**config.mk**
```make
export PLATFORM = sky130hd
export DESIGN_NAME = plab5_mcore_dma_arbiter_flat
export DESIGN_NICKNAME = d
export VERILOG_FILES = /design/src/rtl/plab5_mcore_dma_arbiter_if.sv /design/src/rtl/plab5_mcore_dma_arbiter.sv /design/src/flat_wrapper.sv
export SDC_FILE = /design/constraint.sdc
export NUM_CORES = 1
export LEC_CHECK = 0
export CAP_MARGIN = 30
export CORE_AREA = 2 2 134 136
export DETAILED_ROUTE_END_ITERATION = 16
export DIE_AREA = 0 0 136 138
export GPL_TIMING_DRIVEN = 0
export HOLD_SLACK_MARGIN = 0.02
export PLACE_DENSITY = 0.7
export SLEW_MARGIN = 25
export SYNTH_ARGS = -nofsm -noshare
export SYNTH_HDL_FRONTEND = slang
export SYNTH_SLANG_ARGS = --single-unit
```
**constraint.sdc**
```tcl
create_clock -name clk -period 5.2 [get_ports clk]
set_clock_uncertainty 0.05 [all_clocks]
set_input_delay 1.56 -clock clk [delete_from_list [all_inputs] [get_ports clk]]
set_output_delay 1.56 -clock clk [all_outputs]
set_load 0.02 [all_outputs]
```
**src/rtl/plab5_mcore_dma_arbiter_if.sv**
```systemverilog
// plab5_mcore_dma_arbiter_if: requester-side and DMA-side signals of the DMA arbiter.
// The master modport is the arbiter's view; slave is the surrounding environment.
interface plab5_mcore_dma_arbiter_if #(
    parameter int p_num_req    = 4,
    parameter int p_addr_nbits = 32,
    parameter int p_idx_nbits  = 2
);
    logic [p_num_req-1:0]              req_val;
    logic [p_num_req-1:0]              req_rdy;
    logic [p_num_req-1:0]              req_domain;
    logic [p_num_req*p_addr_nbits-1:0] req_src_addr;
    logic [p_num_req*p_addr_nbits-1:0] req_dest_addr;
    logic [p_num_req-1:0]              resp_ack;
    logic                              resp_err;
    logic [p_idx_nbits-1:0]            grant_id;
    logic                              busy;
    logic                              dma_val;
    logic                              dma_rdy;
    logic                              dma_domain;
    logic [p_addr_nbits-1:0]           dma_src_addr;
    logic [p_addr_nbits-1:0]           dma_dest_addr;
    logic                              dma_ack;
    logic                              dma_resp_domain;

    modport master (
        input  req_val, req_domain, req_src_addr, req_dest_addr, dma_rdy, dma_ack, dma_resp_domain,
        output req_rdy, resp_ack, resp_err, grant_id, busy, dma_val, dma_domain, dma_src_addr, dma_dest_addr
    );
    modport slave (
        output req_val, req_domain, req_src_addr, req_dest_addr, dma_rdy, dma_ack, dma_resp_domain,
        input  req_rdy, resp_ack, resp_err, grant_id, busy, dma_val, dma_domain, dma_src_addr, dma_dest_addr
    );
endinterface

```
**src/rtl/plab5_mcore_dma_arbiter.sv**
```systemverilog
// plab5_mcore_dma_arbiter: round-robin sharing of one DMA controller, one transfer in flight.
// Define PLAB5_MCORE_DMA_ARB_TIMEOUT_EN to abort a WAIT that never sees a matching completion.
module plab5_mcore_dma_arbiter #(
    parameter int p_num_req       = 4,
    parameter int p_addr_nbits    = 32,
    parameter int p_idx_nbits     = 2,
    parameter int p_timeout_nbits = 8
) (
    input logic                  clk,
    input logic                  reset,
    plab5_mcore_dma_arbiter_if.master bus
);
    typedef enum logic [1:0] {IDLE, ISSUE, WAIT, RESP} state_t;

    if (p_idx_nbits != $clog2(p_num_req) || p_timeout_nbits < 1) begin : g_cfg_err
        $error("plab5_mcore_dma_arbiter: inconsistent parameters");
    end

    state_t                  state_q, state_d;
    logic [p_idx_nbits-1:0]  ptr_q, ptr_d, grant_q, grant_d, win, cand;
    logic [p_idx_nbits:0]    idx;
    logic                    found;
    logic                    dom_q, dom_d;
    logic [p_addr_nbits-1:0] src_q, src_d, dst_q, dst_d;
`ifdef PLAB5_MCORE_DMA_ARB_TIMEOUT_EN
    logic [p_timeout_nbits-1:0] cnt_q, cnt_d;
    logic                       err_q, err_d;
`endif

    // Scan downward so the last hit is the first valid requester at or after ptr.
    always_comb begin
        win   = ptr_q;
        found = 1'b0;
        idx   = '0;
        cand  = '0;
        for (int k = p_num_req - 1; k >= 0; k--) begin
            idx  = {1'b0, ptr_q} + (p_idx_nbits+1)'(k);
            idx  = idx >= (p_idx_nbits+1)'(p_num_req) ? idx - (p_idx_nbits+1)'(p_num_req) : idx;
            cand = idx[p_idx_nbits-1:0];
            if (bus.req_val[cand]) begin
                win   = cand;
                found = 1'b1;
            end
        end
    end

    always_comb begin
        state_d = state_q;
        ptr_d   = ptr_q;
        grant_d = grant_q;
        dom_d   = dom_q;
        src_d   = src_q;
        dst_d   = dst_q;
`ifdef PLAB5_MCORE_DMA_ARB_TIMEOUT_EN
        cnt_d   = cnt_q;
        err_d   = err_q;
`endif
        case (state_q)
            IDLE: if (found) begin
                state_d = ISSUE;
                grant_d = win;
                dom_d   = bus.req_domain[win];
                src_d   = bus.req_src_addr[win*p_addr_nbits +: p_addr_nbits];
                dst_d   = bus.req_dest_addr[win*p_addr_nbits +: p_addr_nbits];
            end
            ISSUE: begin
                state_d = bus.dma_rdy ? WAIT : ISSUE;
`ifdef PLAB5_MCORE_DMA_ARB_TIMEOUT_EN
                cnt_d   = '0;
                err_d   = 1'b0;
`endif
            end
            WAIT: begin
`ifdef PLAB5_MCORE_DMA_ARB_TIMEOUT_EN
                cnt_d = cnt_q + 1'b1;
                if (bus.dma_ack && bus.dma_resp_domain == dom_q) state_d = RESP;
                else if (&cnt_d) begin
                    state_d = RESP;
                    err_d   = 1'b1;
                end
`else
                if (bus.dma_ack && bus.dma_resp_domain == dom_q) state_d = RESP;
`endif
            end
            default: begin
                state_d = IDLE;
                ptr_d   = grant_q == p_idx_nbits'(p_num_req - 1) ? '0 : grant_q + 1'b1;
            end
        endcase
    end

    always_ff @(posedge clk or negedge reset) begin
        if (!reset) begin
            state_q <= IDLE;
            ptr_q   <= '0;
            grant_q <= '0;
            dom_q   <= 1'b0;
            src_q   <= '0;
            dst_q   <= '0;
`ifdef PLAB5_MCORE_DMA_ARB_TIMEOUT_EN
            cnt_q   <= '0;
            err_q   <= 1'b0;
`endif
        end else begin
            state_q <= state_d;
            ptr_q   <= ptr_d;
            grant_q <= grant_d;
            dom_q   <= dom_d;
            src_q   <= src_d;
            dst_q   <= dst_d;
`ifdef PLAB5_MCORE_DMA_ARB_TIMEOUT_EN
            cnt_q   <= cnt_d;
            err_q   <= err_d;
`endif
        end
    end

    assign bus.req_rdy       = (state_q == IDLE && found) ? p_num_req'(1) << win : '0;
    assign bus.resp_ack      = state_q == RESP ? p_num_req'(1) << grant_q : '0;
`ifdef PLAB5_MCORE_DMA_ARB_TIMEOUT_EN
    assign bus.resp_err      = state_q == RESP && err_q;
`else
    assign bus.resp_err      = 1'b0;
`endif
    assign bus.grant_id      = grant_q;
    assign bus.busy          = state_q != IDLE;
    assign bus.dma_val       = state_q == ISSUE;
    assign bus.dma_domain    = dom_q;
    assign bus.dma_src_addr  = src_q;
    assign bus.dma_dest_addr = dst_q;
endmodule
```
**src/flat_wrapper.sv**
```systemverilog
// flat-port wrapper written by rule: the top's interface ports become plain ports
module plab5_mcore_dma_arbiter_flat 
#(
    parameter int p_num_req       = 4,
    parameter int p_addr_nbits    = 32,
    parameter int p_idx_nbits     = 2,
    parameter int p_timeout_nbits = 8
)
  (clk, reset, bus_req_val, bus_req_domain, bus_req_src_addr, bus_req_dest_addr, bus_dma_rdy, bus_dma_ack, bus_dma_resp_domain, bus_req_rdy, bus_resp_ack, bus_resp_err, bus_grant_id, bus_busy, bus_dma_val, bus_dma_domain, bus_dma_src_addr, bus_dma_dest_addr);
  plab5_mcore_dma_arbiter_if #(.p_num_req(p_num_req), .p_addr_nbits(p_addr_nbits), .p_idx_nbits(p_idx_nbits)) bus_i ();
  input logic clk;
  input logic reset;
  input wire logic [$bits(bus_i.req_val)-1:0] bus_req_val;
  input wire logic [$bits(bus_i.req_domain)-1:0] bus_req_domain;
  input wire logic [$bits(bus_i.req_src_addr)-1:0] bus_req_src_addr;
  input wire logic [$bits(bus_i.req_dest_addr)-1:0] bus_req_dest_addr;
  input wire logic [$bits(bus_i.dma_rdy)-1:0] bus_dma_rdy;
  input wire logic [$bits(bus_i.dma_ack)-1:0] bus_dma_ack;
  input wire logic [$bits(bus_i.dma_resp_domain)-1:0] bus_dma_resp_domain;
  output wire logic [$bits(bus_i.req_rdy)-1:0] bus_req_rdy;
  output wire logic [$bits(bus_i.resp_ack)-1:0] bus_resp_ack;
  output wire logic [$bits(bus_i.resp_err)-1:0] bus_resp_err;
  output wire logic [$bits(bus_i.grant_id)-1:0] bus_grant_id;
  output wire logic [$bits(bus_i.busy)-1:0] bus_busy;
  output wire logic [$bits(bus_i.dma_val)-1:0] bus_dma_val;
  output wire logic [$bits(bus_i.dma_domain)-1:0] bus_dma_domain;
  output wire logic [$bits(bus_i.dma_src_addr)-1:0] bus_dma_src_addr;
  output wire logic [$bits(bus_i.dma_dest_addr)-1:0] bus_dma_dest_addr;
  assign bus_i.req_val = bus_req_val;
  assign bus_i.req_domain = bus_req_domain;
  assign bus_i.req_src_addr = bus_req_src_addr;
  assign bus_i.req_dest_addr = bus_req_dest_addr;
  assign bus_i.dma_rdy = bus_dma_rdy;
  assign bus_i.dma_ack = bus_dma_ack;
  assign bus_i.dma_resp_domain = bus_dma_resp_domain;
  assign bus_req_rdy = bus_i.req_rdy;
  assign bus_resp_ack = bus_i.resp_ack;
  assign bus_resp_err = bus_i.resp_err;
  assign bus_grant_id = bus_i.grant_id;
  assign bus_busy = bus_i.busy;
  assign bus_dma_val = bus_i.dma_val;
  assign bus_dma_domain = bus_i.dma_domain;
  assign bus_dma_src_addr = bus_i.dma_src_addr;
  assign bus_dma_dest_addr = bus_i.dma_dest_addr;
  plab5_mcore_dma_arbiter #(.p_num_req(p_num_req), .p_addr_nbits(p_addr_nbits), .p_idx_nbits(p_idx_nbits), .p_timeout_nbits(p_timeout_nbits)) u_core (.clk(clk), .reset(reset), .bus(bus_i));
endmodule
```
---- Word-level counts from Yosys, hierarchy flattened ----
Cells that the tools add are included.
storage, ports and cells
  flip-flop bits (word level) ............. 71
  latch bits .............................. 0
  RAM bits ................................ 0
  bits in read-only memories .............. 0
  bits of input ports ..................... 269
  output and inout bits ................... 78
  memories ................................ 0
cells by class
  add/sub/neg operators ................... 8
  multiply operators ...................... 0
  divide/modulo/power cells ............... 0
  order comparisons ....................... 9
  eq/ne operators ......................... 7
  shift operators ......................... 4
  mux-type cells .......................... 29
  bitwise gates (word level) .............. 0
  reduce and logical (&&, ||, !) cells .... 7
operators with widths
  kind                                                                count
  indexed part select 128 x 8 -> 32 bit                               2
  2-to-1 mux 2 bit                                                    12
  < comparator 2 x 3 -> 1 bit (second input constant)                 5
  binary-select mux 1 bit (select 2 bit)                              5
  greater-or-equal comparator 3 bit (second input constant)           3
  2-to-1 mux 1 bit                                                    9
  2-to-1 mux 4 bit                                                    2
  left shift 1 x 2 -> 4 bit (first input constant)                    2
  subtractor 2 x 1 -> 2 bit (second input constant)                   4
  adder 2 x 2 -> 3 bit (second input constant)                        2
  == test 2 bit (second input constant)                               3
  case mux 2 bit (3 select lines)                                     1
  inequality test 2 x 1 -> 1 bit (second input constant)              2
  AND reduction 2 bit                                                 2
  adder 2 x 1 -> 3 bit (second input constant)                        1
  greater-or-equal comparator 2 x 3 -> 1 bit (second input constant)  1
  OR reduction 3 bit                                                  1
  adder 2 x 1 -> 2 bit (second input constant)                        1
  == test 2 x 1 -> 1 bit (second input constant)                      1
  logical AND 1 bit                                                   2
  zero test 2 bit                                                     1
  nonzero test 2 bit                                                  1
  == test 1 bit                                                       1

---- Longest topological paths before layout ----
  depth in word-level cells ............... 11
  depth in mapped cells ................... 8

---- Least setup slack after synthesis ----
No wires, ideal clock.
  path type ............................... in2out
  start point ............................. input bus_req_val[2]
  end point ............................... output bus_req_rdy[1]
  data arrival time ....................... 3.003 ns
  required time ........................... 3.590 ns
  setup slack ............................. 0.587 ns
  stages on the path ...................... 6
  path through ............................ or4_1 -> and2_1 -> o2111ai_1 -> buf_2 -> buf_4 -> nor2_1
between the ends
  cells in the longest elaborated chain, start to end .. 8
ends and longest elaborated chain
  item                                                                      RTL line                        RTL
  start: declaration                                                        flat_wrapper.sv:13              input wire logic [$bits(bus_i.req_val)-1:0] bus_req_val;
  binary-select mux 1 bit (select 2 bit)                                    plab5_mcore_dma_arbiter.sv:40   if (bus.req_val[cand]) begin
  2-to-1 mux 1 bit (not written as such)                                    plab5_mcore_dma_arbiter.sv:40
  2-to-1 mux 2 bit / 2-to-1 mux 1 bit (equally long branches) (4 in a row)  plab5_mcore_dma_arbiter.sv:40
  left shift 1 x 2 -> 4 bit / logical AND 1 bit (equally long branches)     plab5_mcore_dma_arbiter.sv:118  assign bus.req_rdy = (state_q == IDLE && found) ? p_num_req'(1) << win : '0;
  2-to-1 mux 4 bit (*)                                                      plab5_mcore_dma_arbiter.sv:118
  end: declaration                                                          flat_wrapper.sv:20              output wire logic [$bits(bus_i.req_rdy)-1:0] bus_req_rdy;
Mark *: on every way between the ends. The rest lies on a longest branch, timed or not. The select of a mux whose other input is x is not followed.

---- Worst setup path in the final report ----
  start point ............................. input bus_req_val[2]
  end point ............................... output bus_req_rdy[2]
Same word-level chain as after synthesis.

==> results.md <==
* Status: complete, no violations
* Max-Slew Margin vs Limit at 0.633
* Lkg Pwr at 3.77 nW
* Top FF cell, synth: dfrtp_1
* Post-route cell area at just under 9000 sq um
* Commonest non-fill, non-tap cell in the layout: clkdlybuf4s50_1
* Yosys reg bits at 71
* Syn Nets at about 700
* Port buffer count at 345
* Drt first pass iters at 4
* Initial antenna violation count at 0
* Hold Vio Cnt, Final at 0
* Gpl congestion at 0.861
* Initial Util at 0.267
* Synthesis Warnings at 0
* Synth-to-layout area growth at 89.3%
* CP max stage cell: or4_4
* Reg2Reg Launch Point: u_core.ptr_q[1]
* Worst Max-Slew Pin Slew at ~550 ps
* Total power at about 4.6 mW
* Vias in the first global route at 5,152
* Synth cell types at 39
* CTS H-tree depth at 3
* Crit path buffers/inverters at 3
* Diode count at 0
* Routed Antenna Nets at 0
* Number of synthesized flops with an enable pin at 0
* Area of the core at 17,500 sq um
* Hold wc startpoint: u_core.bus.dma_dest_addr[29]
* Power Dens Cells at between 500 and 600 nW/um^2
* HPWL Detailed at roughly 15 mm
* Min-delay worst type: reg2reg
* Largest vdd supply drop at approximately 0.23 mV
* Max stage delay on crit path at around 570 ps
* Worst Path Max Fanout at 5
* TritonCTS Buffers at 9
* Share of cells above drive strength 1 at 0.0896
* Clock Tree Buf Depth at 2
* Synth Instances at approximately 430
* DRC at 0
* Async set or reset register ratio after synthesis at 1.00
* Nets at between 1,000 and 1,500
* Peak Freq at between 150 and 200 MHz
* First-pass GRT wire length at slightly below 30 mm
* Total Wirelength at ~19 mm
* RSZ-0062 raised after global routing: false
* Cells along the critical path: clkdlybuf4s50_1 -> or4_4 -> and2_2 -> nand2_1 -> buf_6 -> nor2_1 -> dlygate4sd2_1
* Global Route Usage Sum at 0.201
* Max-slew violation count at 0
* GR Overflow Total at 0
* Iteration-0 DRC Markers at ~130
* Clock sink count at between 70 and 80
* Final cell count without fillers at about 1,000
* Post-Place Setup Slack at -991 ps
* Final hold slack at 433 ps
* Via/cell ratio at 4.76
* Tmin final at about 5100 ps
* Die Wd at around 140 um
* Startpoint Class: input port
* Placed Cells at 1,000
* Tcrit/Tclk final at 0.988
* Share of the yosys chip area belonging to registers at 0.379
* Most frequent cells in the layout: 338 x clkdlybuf4s50_1, 130 x mux2i_1, 71 x nand2_1, 71 x dfrtp_1, 46 x o221ai_1
* Root buf cell: clkbuf_16
* Mapped cell area at ~4700 sq um
* Largest net degree at the start of global routing at 37
* Die Height at ~140 um
* Setup CP Type: in2out
* Num rows at 49
* Worst endpoint required time at ~3600 ps
* Final Setup Violations at 0
* Setup crit end kind: primary output
* Clk pin slew, worst setup/hold paths at approximately 60 ps
* Critical path arrival at roughly 3500 ps
* Vias post-DR at 4,862
* DR WL/cell at about 19 um
* Cell family with the largest share of critical-path delay: simple AND/OR/NAND/NOR gates
* Io pins at 347
* Worst-Skew Late Latency at 330 ps
* Worst Setup Slack, final at between 60 and 70 ps
* Max_cap viols at 0
* Die area at around 19,000 sq um
* Post-synthesis average cell area at ~11 sq um
* Dpl cell area at approximately 8400 sq um
* CP Launch Point: bus_req_val[2]
* CTS tree: built
## sequential cells by signal, summed over array words and instances, names as in the netlist
| register | flops |
|---|---|
| u_core.bus.dma_src_addr | 32 |
| u_core.bus.dma_dest_addr | 32 |
| u_core.bus.dma_domain | 1 |
| u_core.state_q | 2 |
| u_core.bus.grant_id | 2 |
| u_core.ptr_q | 2 |
## synthesized netlist by cell type (2+ instances only)
library cell | instances | area [sq um]
a211oi_1 | 2 | 15.0
and2_1 | 2 | 12.5
and3_1 | 4 | 25.0
buf_12 | 9 | 180
buf_2 | 9 | 45.0
buf_4 | 3 | 22.5
clkbuf_1 | 12 | 45.0
clkbuf_4 | 4 | 30.0
dfrtp_1 | 71 | 1780
ha_1 | 4 | 50.1
inv_1 | 4 | 15.0
mux2i_1 | 130 | 1300
nand2_1 | 71 | 267
nor2_1 | 7 | 26.3
nor2b_1 | 3 | 18.8
o21ai_0 | 4 | 20.0
o21ai_1 | 2 | 10.0
o221ai_1 | 46 | 403
o221ai_2 | 18 | 270
## metrics by stage
| step | TNS (ps) | util |
|---|---|---|
| after global routing | 0 | 0.506 |
| after detailed placement | -2750 | 0.482 |
| after floorplan | 0 | - |
| final | 0 | 0.506 |
| after global placement | -18640 | 0.481 |
| after CTS | 0 | 0.504 |
## worst min-delay path: stages (launching register included)
cell and delay (ps):
dfrtp_1 340, nand2_1 50, o221ai_1 60
## path summary, 6_finish.rpt
path | to | slack (ps) | cells past startpoint
max | bus_req_rdy[2] | 60 | 7
min | u_core.bus.dma_dest_addr[29] | 430 | 2
max reg2reg | u_core.bus.dma_src_addr[4] | 2710 | 8
min reg2reg | u_core.bus.dma_dest_addr[29] | 430 | 2
max in group asynchronous | u_core.bus.dma_dest_addr[29] | 3360 | 2
min in group asynchronous | u_core.bus.dma_src_addr[10] | 1140 | 1
## power by group
group	switching, mW	total [mW]	internal (mW)
clock	0.255	0.737	0.483
sequential	0.157	0.990	0.833
combinational	1.47	2.88	1.41
total	1.88	4.61	2.72
## cell families after synthesis
logic type               share of synthesized area
buffers and inverters                       0.0753
adder cells (fa/ha/maj)                     0.0107
XOR/XNOR                                   0.00187
flip-flops                                   0.379
multiplexers                                 0.280
AO/OA/AOI/OAI                                0.166
other                                     0.000800
AND/OR/NAND/NOR                             0.0868
## layer usage
layer  vias to the layer above  GRT usage  share of wire
met3                        18     0.0609          0.093
met2                       219      0.368           0.52
li1                       2338          -              -
met1                      2287      0.226           0.38
met5                         -          0              0
met4                         0     0.0450          0.011
## area by class of cell
type                    count  area (sq um)
fillers                  1643          8660
repair buffers            353          3520
multi-input cells         311          2580
flip-flops and latches     71          1780
plain buffers              37           347
well taps                 229           287
clock buffers              11           243
clock inverters             5           105
inverters                   4          15.0
## repair_timing
item | CTS | global route
hold buffers | 0 | 0
setup buffers | 2 | 5
gates resized for setup | 15 | 2
endpoints found under the setup margin | 4 | 4
pin swaps | 0 | 0
(Power assumes the default switching activity.)
